$ cat src/rtl/mem_pkg.sv
// mem_pkg: shared types and constants for the MEM-stage access unit.
// Holds the FSM state encoding, RV32I load/store funct3 codes,
// byte-enable patterns and the request-legality helpers.
package mem_pkg;

    typedef enum logic [1:0] {
        ST_IDLE,
        ST_REQ,
        ST_WAIT,
        ST_DONE
    } state_e;

    localparam logic [2:0] F3_LB  = 3'b000;
    localparam logic [2:0] F3_LH  = 3'b001;
    localparam logic [2:0] F3_LW  = 3'b010;
    localparam logic [2:0] F3_LBU = 3'b100;
    localparam logic [2:0] F3_LHU = 3'b101;
    localparam logic [2:0] F3_SB  = 3'b000;
    localparam logic [2:0] F3_SH  = 3'b001;
    localparam logic [2:0] F3_SW  = 3'b010;

    localparam logic [3:0] BE_BYTE = 4'b0001;
    localparam logic [3:0] BE_HALF = 4'b0011;
    localparam logic [3:0] BE_WORD = 4'b1111;

    // Stores only come in byte/half/word; loads add the unsigned variants.
    function automatic logic funct3_legal(input logic is_store, input logic [2:0] funct3);
        if (is_store) begin
            return funct3 inside {F3_SB, F3_SH, F3_SW};
        end
        return funct3 inside {F3_LB, F3_LH, F3_LW, F3_LBU, F3_LHU};
    endfunction

    // Halfwords need an even address, words a 4-byte aligned one.
    function automatic logic misaligned(input logic [2:0] funct3, input logic [1:0] addr_lo);
        case (funct3[1:0])
            2'b01:   return addr_lo[0];
            2'b10:   return addr_lo != 2'b00;
            default: return 1'b0;
        endcase
    endfunction

endpackage

$ cat src/rtl/load_align.sv
// load_align: picks the addressed byte/half lane out of a raw bus word
// and sign- or zero-extends it according to the load funct3.
module load_align
    import mem_pkg::*;
(
    input  logic [2:0]  funct3_i,
    input  logic [1:0]  addr_lo_i,
    input  logic [31:0] rdata_i,
    output logic [31:0] data_o
);

    logic [7:0]  byte_lane;
    logic [15:0] half_lane;

    // Lane selection and extension of the raw read word.
    always_comb begin
        case (addr_lo_i)
            2'd0:    byte_lane = rdata_i[7:0];
            2'd1:    byte_lane = rdata_i[15:8];
            2'd2:    byte_lane = rdata_i[23:16];
            default: byte_lane = rdata_i[31:24];
        endcase
        half_lane = addr_lo_i[1] ? rdata_i[31:16] : rdata_i[15:0];
        case (funct3_i)
            F3_LB:   data_o = {{24{byte_lane[7]}}, byte_lane};
            F3_LBU:  data_o = {24'h0, byte_lane};
            F3_LH:   data_o = {{16{half_lane[15]}}, half_lane};
            F3_LHU:  data_o = {16'h0, half_lane};
            default: data_o = rdata_i;
        endcase
    end

endmodule

$ cat src/rtl/mem_access_unit.sv
// mem_access_unit: MEM-stage load/store responder for the RV32I pipeline.
// Issues one single-beat valid/grant bus transaction per access, stalls the
// pipeline until it completes, then hands the writeback triple to MEM/WB.
// Build option: define MEM_MISALIGN_CHK_EN to fault misaligned half/word
// accesses instead of silently ignoring the offending address bits.
module mem_access_unit
    import mem_pkg::*;
#(
    parameter int TIMEOUT = 16
) (
    input  logic        clk,
    input  logic        rst,
    input  logic [4:0]  rd_addr_i,
    input  logic [31:0] rd_data_i,
    input  logic        rd_wen_i,
    input  logic [31:0] mem_addr_i,
    input  logic [31:0] mem_data_i,
    input  logic        mem_we_i,
    input  logic        mem_re_i,
    input  logic [2:0]  mem_funct3_i,
    output logic        bus_req_o,
    output logic        bus_we_o,
    output logic [31:0] bus_addr_o,
    output logic [3:0]  bus_be_o,
    output logic [31:0] bus_wdata_o,
    input  logic        bus_gnt_i,
    input  logic        bus_rvalid_i,
    input  logic [31:0] bus_rdata_i,
    output logic        stall_o,
    output logic [4:0]  rd_addr_o,
    output logic [31:0] rd_data_o,
    output logic        rd_wen_o,
    output logic        err_o
);

    localparam int CNT_W = $clog2(TIMEOUT + 1);
    localparam logic [CNT_W-1:0] CNT_LAST = CNT_W'(TIMEOUT - 1);

    state_e            state_q, state_d;
    logic              bus_req_q, bus_req_d;
    logic              we_q, we_d;
    logic [31:0]       addr_q, addr_d;
    logic [2:0]        funct3_q, funct3_d;
    logic [3:0]        be_q, be_d;
    logic [31:0]       wdata_q, wdata_d;
    logic [4:0]        rd_addr_q, rd_addr_d;
    logic [31:0]       rd_data_q, rd_data_d;
    logic              rd_wen_q, rd_wen_d;
    logic [31:0]       rdata_q, rdata_d;
    logic              err_q, err_d;
    logic [CNT_W-1:0]  cnt_q, cnt_d;

    logic              access_req;
    logic              bad_req;
    logic [3:0]        be_fmt;
    logic [31:0]       wdata_fmt;
    logic [31:0]       load_data;

    assign access_req = mem_we_i | mem_re_i;

    // A request is faulted when its funct3 is undefined (or misaligned, if enabled).
    always_comb begin
        bad_req = !funct3_legal(mem_we_i, mem_funct3_i);
`ifdef MEM_MISALIGN_CHK_EN
        bad_req = bad_req | misaligned(mem_funct3_i, mem_addr_i[1:0]);
`endif
    end

    // Byte enables and lane-replicated write data for the incoming store.
    always_comb begin
        be_fmt    = BE_WORD;
        wdata_fmt = '0;
        if (mem_we_i) begin
            case (mem_funct3_i[1:0])
                2'b00: begin
                    be_fmt    = BE_BYTE << mem_addr_i[1:0];
                    wdata_fmt = {4{mem_data_i[7:0]}};
                end
                2'b01: begin
                    be_fmt    = BE_HALF << {mem_addr_i[1], 1'b0};
                    wdata_fmt = {2{mem_data_i[15:0]}};
                end
                default: begin
                    be_fmt    = BE_WORD;
                    wdata_fmt = mem_data_i;
                end
            endcase
        end
    end

    // Next-state logic for the access FSM and everything it latches.
    always_comb begin
        state_d   = state_q;
        bus_req_d = 1'b0;
        we_d      = we_q;
        addr_d    = addr_q;
        funct3_d  = funct3_q;
        be_d      = be_q;
        wdata_d   = wdata_q;
        rd_addr_d = rd_addr_q;
        rd_data_d = rd_data_q;
        rd_wen_d  = rd_wen_q;
        rdata_d   = rdata_q;
        err_d     = 1'b0;
        cnt_d     = cnt_q;
        case (state_q)
            ST_IDLE: begin
                if (access_req) begin
                    we_d      = mem_we_i;
                    addr_d    = mem_addr_i;
                    funct3_d  = mem_funct3_i;
                    be_d      = be_fmt;
                    wdata_d   = wdata_fmt;
                    rd_addr_d = rd_addr_i;
                    rd_data_d = rd_data_i;
                    rd_wen_d  = rd_wen_i;
                    cnt_d     = '0;
                    if (bad_req) begin
                        state_d = ST_DONE;
                        err_d   = 1'b1;
                    end else begin
                        state_d   = ST_REQ;
                        bus_req_d = 1'b1;
                    end
                end
            end
            ST_REQ: begin
                cnt_d = cnt_q + CNT_W'(1);
                if (bus_gnt_i) begin
                    state_d = we_q ? ST_DONE : ST_WAIT;
                end else if (cnt_q == CNT_LAST) begin
                    state_d = ST_DONE;
                    err_d   = 1'b1;
                end else begin
                    bus_req_d = 1'b1;
                end
            end
            ST_WAIT: begin
                cnt_d = cnt_q + CNT_W'(1);
                if (bus_rvalid_i) begin
                    rdata_d = bus_rdata_i;
                    state_d = ST_DONE;
                end else if (cnt_q == CNT_LAST) begin
                    state_d = ST_DONE;
                    err_d   = 1'b1;
                end
            end
            default: begin
                state_d = ST_IDLE;
            end
        endcase
    end

    // State and latched request registers; reset aborts any transaction.
    always_ff @(posedge clk or negedge rst) begin
        if (!rst) begin
            state_q   <= ST_IDLE;
            bus_req_q <= 1'b0;
            we_q      <= 1'b0;
            addr_q    <= '0;
            funct3_q  <= '0;
            be_q      <= '0;
            wdata_q   <= '0;
            rd_addr_q <= '0;
            rd_data_q <= '0;
            rd_wen_q  <= 1'b0;
            rdata_q   <= '0;
            err_q     <= 1'b0;
            cnt_q     <= '0;
        end else begin
            state_q   <= state_d;
            bus_req_q <= bus_req_d;
            we_q      <= we_d;
            addr_q    <= addr_d;
            funct3_q  <= funct3_d;
            be_q      <= be_d;
            wdata_q   <= wdata_d;
            rd_addr_q <= rd_addr_d;
            rd_data_q <= rd_data_d;
            rd_wen_q  <= rd_wen_d;
            rdata_q   <= rdata_d;
            err_q     <= err_d;
            cnt_q     <= cnt_d;
        end
    end

    load_align u_load_align (
        .funct3_i  (funct3_q),
        .addr_lo_i (addr_q[1:0]),
        .rdata_i   (rdata_q),
        .data_o    (load_data)
    );

    assign bus_req_o   = bus_req_q;
    assign bus_we_o    = we_q;
    assign bus_addr_o  = {addr_q[31:2], 2'b00};
    assign bus_be_o    = be_q;
    assign bus_wdata_o = wdata_q;
    assign err_o       = err_q;
    assign stall_o     = ((state_q == ST_IDLE) & access_req) |
                         (state_q == ST_REQ) | (state_q == ST_WAIT);

    // Writeback: pass-through when idle, latched result on completion, muted otherwise.
    always_comb begin
        rd_addr_o = rd_addr_q;
        rd_data_o = rd_data_q;
        rd_wen_o  = 1'b0;
        case (state_q)
            ST_IDLE: begin
                rd_addr_o = rd_addr_i;
                rd_data_o = rd_data_i;
                rd_wen_o  = rd_wen_i & ~access_req;
            end
            ST_DONE: begin
                rd_data_o = we_q ? rd_data_q : load_data;
                rd_wen_o  = rd_wen_q & ~err_q;
            end
            default: ;
        endcase
    end

endmodule

$ cat config.mk
export PLATFORM = sky130hd
export DESIGN_NAME = mem_access_unit
export DESIGN_NICKNAME = d
export VERILOG_FILES = /design/src/rtl/mem_pkg.sv /design/src/rtl/load_align.sv /design/src/rtl/mem_access_unit.sv
export SDC_FILE = /design/constraint.sdc
export NUM_CORES = 1
export LEC_CHECK = 0
export ABC_CLOCK_PERIOD_IN_PS = 5600
export BUFFER_PORTS_ARGS = -buffer_cell sky130_fd_sc_hd__buf_2
export CORE_UTILIZATION = 55
export CTS_BUF_LIST = sky130_fd_sc_hd__clkbuf_16
export DETAILED_ROUTE_END_ITERATION = 8
export GPL_TIMING_DRIVEN = 0
export PLACE_DENSITY = 0.95
export SKIP_CTS_REPAIR_TIMING = 1
export SYNTH_ARGS = -nofsm -noshare
export SYNTH_HDL_FRONTEND = slang
export SYNTH_SLANG_ARGS = --single-unit
$ cat constraint.sdc
create_clock -name clk -period 5.6 [get_ports clk]
set_input_delay 0.56 -clock clk [delete_from_list [all_inputs] [get_ports clk]]
set_output_delay 0.56 -clock clk [all_outputs]
set_load 0.1 [all_outputs]
**After elaboration in Yosys (flattened, before gate mapping)**

Cells that the tools add are included.

- Div/mod/pow operators: 0
- Multipliers: 0
- $lt $le $gt $ge: 0
- Reductions and logical operators: 12
- Mux-type cells: 34
- $add $sub $neg: 1
- Shifts and indexed selects: 2
- Equal/unequal tests: 15
- Bitwise gates (word level): 8

Operator list:

| operator | count |
|---|---|
| 32-bit one-hot mux with 2 select lines | 2 |
| 32-bit one-hot mux with 4 select lines | 1 |
| 32-bit 2-to-1 mux | 2 |
| 8-bit one-hot mux with 3 select lines | 1 |
| 16-bit 2-to-1 mux | 1 |
| 1-bit 2-to-1 mux | 13 |
| 3-bit == test, second input constant | 4 |
| 2-bit 2-to-1 mux | 5 |
| 5-bit 2-to-1 mux | 2 |
| 5-bit one-hot mux with 2 select lines | 1 |
| 4-bit one-hot mux with 2 select lines | 1 |
| 2-bit by 1-bit == test with 1-bit output, second input constant | 3 |
| 2-bit == test, second input constant | 3 |
| 3-bit by 1-bit == test with 1-bit output, second input constant | 2 |
| 2-bit zero test | 3 |
| 3-bit zero test | 2 |
| 2-bit one-hot mux with 3 select lines | 1 |
| 2-bit AND reduction | 3 |
| 5-bit by 1-bit adder with 5-bit output, second input constant | 1 |
| 5-bit by 4-bit == test with 1-bit output, second input constant | 1 |
| 5-bit nonzero test | 1 |
| 4-bit 2-to-1 mux | 1 |
| 1-bit one-hot mux with 2 select lines | 2 |
| 1-bit by 2-bit left shift with 4-bit output, first input constant | 1 |
| 10 further kinds | 15 |

- Word-level logic and storage cells: 85
- Bits of input ports: 143
- Bits in latches: 0
- Memories kept: 0
- Memory bits (writable): 0
- Memory bits (read-only): 0
- Register bits: 151

**Logic depth before layout (Yosys ltp)**

- Depth in word-level cells: 7
- Mapped depth: 8
- Depth with buffers taken out: 6

**By module**

A second synthesis with hierarchy kept.

- Cell total of the unflattened synthesis: 892
- Area, all modules: 8059.0 sq um

Modules (own cells, without submodules):

| module | cells each | seq. area each (sq um) | area an instance (sq um) | times used |
|---|---|---|---|---|
| mem_access_unit | 759 | 3778.6 | 7089.3 | 1 |
| load_align | 133 | 0.0 | 969.7 | 1 |

**Least setup slack after synthesis**

Ideal clock, no wire load.

- Path type: register -> output
- Start point: register state_q[0]
- End point: output rd_data_o[21]
- Cell stages (with the launch flop): 8
- Data arrival time: 3.654 ns
- Slack: 1.386 ns
- Buffers on the path: 1
- Path through: dfrtp_1 inv_1 ha_1 and2b_1 and2b_1 o221ai_4 buf_6 o21ai_0

- Word-level cells in the longest chain between the ends: 2

Ends and longest elaborated chain:

| item | RTL line | source |
|---|---|---|
| from (decl) | mem_access_unit.sv:39 | `state_e state_q, state_d;` |
| from (signal assigned) | mem_access_unit.sv:171 | `state_q <= state_d;` |
| 2-bit == test or 2-bit zero test (tied branches) | mem_access_unit.sv:208 | `case (state_q)` |
| 32-bit one-hot mux with 2 select lines * | mem_access_unit.sv:208 |  |
| to (decl) | mem_access_unit.sv:31 | `output logic [31:0] rd_data_o,` |

Every way passes the cells marked *; elsewhere a longest branch is shown, timed or not.

**Worst setup path after layout**

- Start point: register state_q[1]
- End point: output rd_data_o[3]

Same word-level chain as after synthesis.

==> impl_results.md <==
* Via count of the first global-routing pass at about 7000
* Routed wire length at approximately 22000 um
* Class of the most critical setup path: reg -> out
* Starting DRC count in detailed routing at 544
* Post-synth top area cell: sky130_fd_sc_hd__dfrtp_1
* Type of the most critical hold path: in -> async
* Register bit total from synthesis at between 150 and 200
* Number of nets in the final layout at roughly 1200
* Topmost layer with routed signal wires: met4
* TritonCTS Buffers at 17
* Clock tree sinks at 151
* Most frequently used flop master after synthesis: sky130_fd_sc_hd__dfrtp_1
* Worst setup EP type: output port
* Peak Freq at between 200 and 300 MHz
* Tcrit/Tclk final at 0.676
* TNS Setup at 0 ns
* Final Hold Fails at 0
* Drt wl/cell at between 15 and 20 um
* Largest fanout on the critical path at 10
* Required time of the worst setup path at about 5 ns
* Max Cap Viol at 0
* Number of levels the H-tree was split into at 4
* GRT overflow at 0
* RD Place Congestion at 0.939
* Iteration count of the initial detailed-routing pass at 5
* Met3 routed WL at between 1500 and 2000 um
* Post-detailed-placement half-perimeter wirelength at roughly 16000 um
* Area of the die at between 10000 and 15000 um2
* Mapped Avg Cell Area at between 9 and 10 um2
* Yosys cell types at between 40 and 50
* Initial core utilization at 0.568
* Largest cells by area after synthesis: sky130_fd_sc_hd__dfrtp_1, sky130_fd_sc_hd__nand2_1, sky130_fd_sc_hd__mux2_2
* Worst R2R Start: state_q[1]$_DFFE_PN0P_
* Die height at 119 um
* Count of flip-flops with a built-in enable after synthesis at 0
* Reg-to-reg critical path endpoint: rd_data_q[14]$_DFFE_PN0P_
* Worst-margin pin slew at roughly 0.70 ns
* Syn. warnings at 0
* Number of setup violations in the final report at 0
* Standard-cell row count at 42
* Maximum number of pins on one net before global-route repair at 81
* Clock insertion delay at the later pin of the skew report at around 0.42 ns
* Reg clk slew, reported paths at ~0.06 ns
* Clock tree from TritonCTS: yes
* I/O Buffers at roughly 250
* Number of antenna violations at the first check in global routing at 1
* Num ports at ~250
* Area fraction of the dominant cell type after synthesis at 0.500
* Overall fraction of global-route tracks in use at 0.314
* Slack of the worst reg-to-reg path at about 3.2 ns
* Run status: completed
* Via density per instance at 5.59
* Sequential fraction of the synthesis area at 0.500
* Core footprint at roughly 13000 um2
* Data arrival time of the worst path at 3.23 ns
* Leading cell types in the layout, fill and taps excluded: sky130_fd_sc_hd__buf_2, sky130_fd_sc_hd__nand2_1, sky130_fd_sc_hd__dfrtp_1
* Post-synthesis cell count at 810
* Clock period minus final worst setup slack at approximately 3.8 ns
* FF-to-FF path depth at 8
* Routed wire length on met2 at 10400 um
* Netlist Area Pre-Place at 7550 um2
* Pins over their slew limit at 0
* Total routed wire length on the met1 layer at approximately 9000 um
* Global-route wire length before repair at 34500 um
* Largest clock skew in the final design at 0.00981 ns
* Relative slew slack at 0.531
* Library cell used as clock root buffer: sky130_fd_sc_hd__clkbuf_16
* Total vias in the final route at between 7000 and 8000
* Post-detailed-route count of antenna-violating nets at 0
* Worst setup SP type: flip-flop
* Horizontal extent of the die at ~120 um
* RSZ-0062 raised after global routing: false
* Layout area overhead at 27.5%
* Clock Tree Buf Depth at 2
* FFs w/ async S/R, synth at 1.00
* Layout cell share with drive strength beyond 1 at 0.355
* Most common cell after layout, fill and taps aside: sky130_fd_sc_hd__buf_2
* DRC violation count after routing at 0
layout make-up:
| class | count | area, um2 |
|---|---|---|
| Sequential cell | 151 | 3780 |
| Clock buffer | 17 | 425 |
| Multi-Input combinational cell | 571 | 3290 |
| Timing Repair Buffer | 250 | 1280 |
| Fill cell | 946 | 3660 |
| Clock inverter | 15 | 144 |
| Tap cell | 176 | 220 |
| Buffer | 82 | 467 |
| Antenna cell | 1 | 2.50 |
| Inverter | 7 | 26.3 |
routing by layer:
layer	up-vias	global-route usage
li1	3253	-
met1	3380	0.408
met2	391	0.497
met3	79	0.0637
met4	0	0.162
met5	-	0
sequential cells by signal, summed over array words and instances (netlist names):
| signal | cells |
|---|---|
| addr_q | 32 |
| rd_wen_q | 1 |
| state_q | 2 |
| bus_req_o | 1 |
| bus_wdata_o | 32 |
| err_o | 1 |
| rd_addr_q | 5 |
| bus_we_o | 1 |
| funct3_q | 3 |
| rdata_q | 32 |
| bus_be_o | 4 |
| rd_data_q | 32 |
| cnt_q | 5 |
logic make-up (layout without fill, tap and decap cells):
group                    after synthesis  in the layout  synth area share
AO/OA/AOI/OAI                        166            166             0.146
adder cells (fa/ha/maj)                6              6           0.00994
buffers and inverters                 89            371            0.0653
flip-flops                           151            151             0.500
multiplexers                          66             66            0.0969
other                                  1              3          0.000496
AND/OR/NAND/NOR                      331            331             0.181
cell usage after synthesis (2+ instances only):
| library cell | instances |
|---|---|
| sky130_fd_sc_hd__nand2_1 | 246 |
| sky130_fd_sc_hd__dfrtp_1 | 151 |
| sky130_fd_sc_hd__o21ai_0 | 73 |
| sky130_fd_sc_hd__mux2_2 | 53 |
| sky130_fd_sc_hd__buf_4 | 34 |
| sky130_fd_sc_hd__nor2_1 | 34 |
| sky130_fd_sc_hd__a22oi_1 | 26 |
| sky130_fd_sc_hd__clkbuf_1 | 25 |
| sky130_fd_sc_hd__nor2b_1 | 22 |
| sky130_fd_sc_hd__a22o_1 | 20 |
| sky130_fd_sc_hd__buf_2 | 19 |
| sky130_fd_sc_hd__mux2i_1 | 12 |
| sky130_fd_sc_hd__a31oi_1 | 8 |
| sky130_fd_sc_hd__a21boi_0 | 7 |
| sky130_fd_sc_hd__a21oi_1 | 7 |
| sky130_fd_sc_hd__inv_1 | 7 |
| sky130_fd_sc_hd__nand2b_1 | 7 |
| sky130_fd_sc_hd__nand3_1 | 7 |
| sky130_fd_sc_hd__a21o_1 | 6 |
| sky130_fd_sc_hd__ha_1 | 6 |
| sky130_fd_sc_hd__a221oi_1 | 4 |
| sky130_fd_sc_hd__a222oi_1 | 3 |
| sky130_fd_sc_hd__buf_1 | 3 |
| sky130_fd_sc_hd__and2_1 | 2 |
| sky130_fd_sc_hd__and2b_1 | 2 |
| sky130_fd_sc_hd__nor3b_1 | 2 |
| sky130_fd_sc_hd__o21a_1 | 2 |
| sky130_fd_sc_hd__or2_2 | 2 |
| sky130_fd_sc_hd__or3_1 | 2 |
worst max-delay path, stage by stage, from the launching register on:
cell	delay, ns
sky130_fd_sc_hd__dfrtp_1	0.42
sky130_fd_sc_hd__inv_1	0.09
sky130_fd_sc_hd__ha_1	0.37
sky130_fd_sc_hd__nor2b_1	0.13
sky130_fd_sc_hd__clkbuf_1	0.44
sky130_fd_sc_hd__clkbuf_1	0.49
sky130_fd_sc_hd__a222oi_1	0.18
sky130_fd_sc_hd__a31oi_1	0.22
sky130_fd_sc_hd__buf_2	0.46
per-stage QoR:
stage | std cells | instance area, um2 | hold slack, ns | util | setup WS, ns
6_report | 1270 | 9630 | 0.147 | 0.724 | 1.81
5_1_grt | 1270 | 9630 | 0.197 | 0.724 | 1.61
3_5_place_dp | 1237 | 9060 | 0.461 | 0.681 | 2.34
3_3_place_gp | 1236 | 9020 | 0.456 | 0.679 | 1.80
2_1_floorplan | 811 | 7560 | 0.264 | - | 1.39
4_1_cts | 1269 | 9630 | 0.181 | 0.724 | 1.87
worst max path at each step:
stage                      startpoint                        to  cells after the start
2_1_floorplan  state_q[0]$_DFFE_PN0P_             rd_data_o[21]                      7
3_3_place_gp                      rst  rd_data_q[4]$_DFFE_PN0P_                      1
3_5_place_dp   state_q[1]$_DFFE_PN0P_              rd_data_o[3]                      8
4_1_cts        state_q[1]$_DFFE_PN0P_              rd_data_o[3]                      8
5_1_grt        state_q[1]$_DFFE_PN0P_              rd_data_o[3]                      8
6_report       state_q[1]$_DFFE_PN0P_              rd_data_o[3]                      8
Power is left out: the tool's default activity adds up to more than one toggle a clock period on the data nets, which glitch-free logic cannot reach.
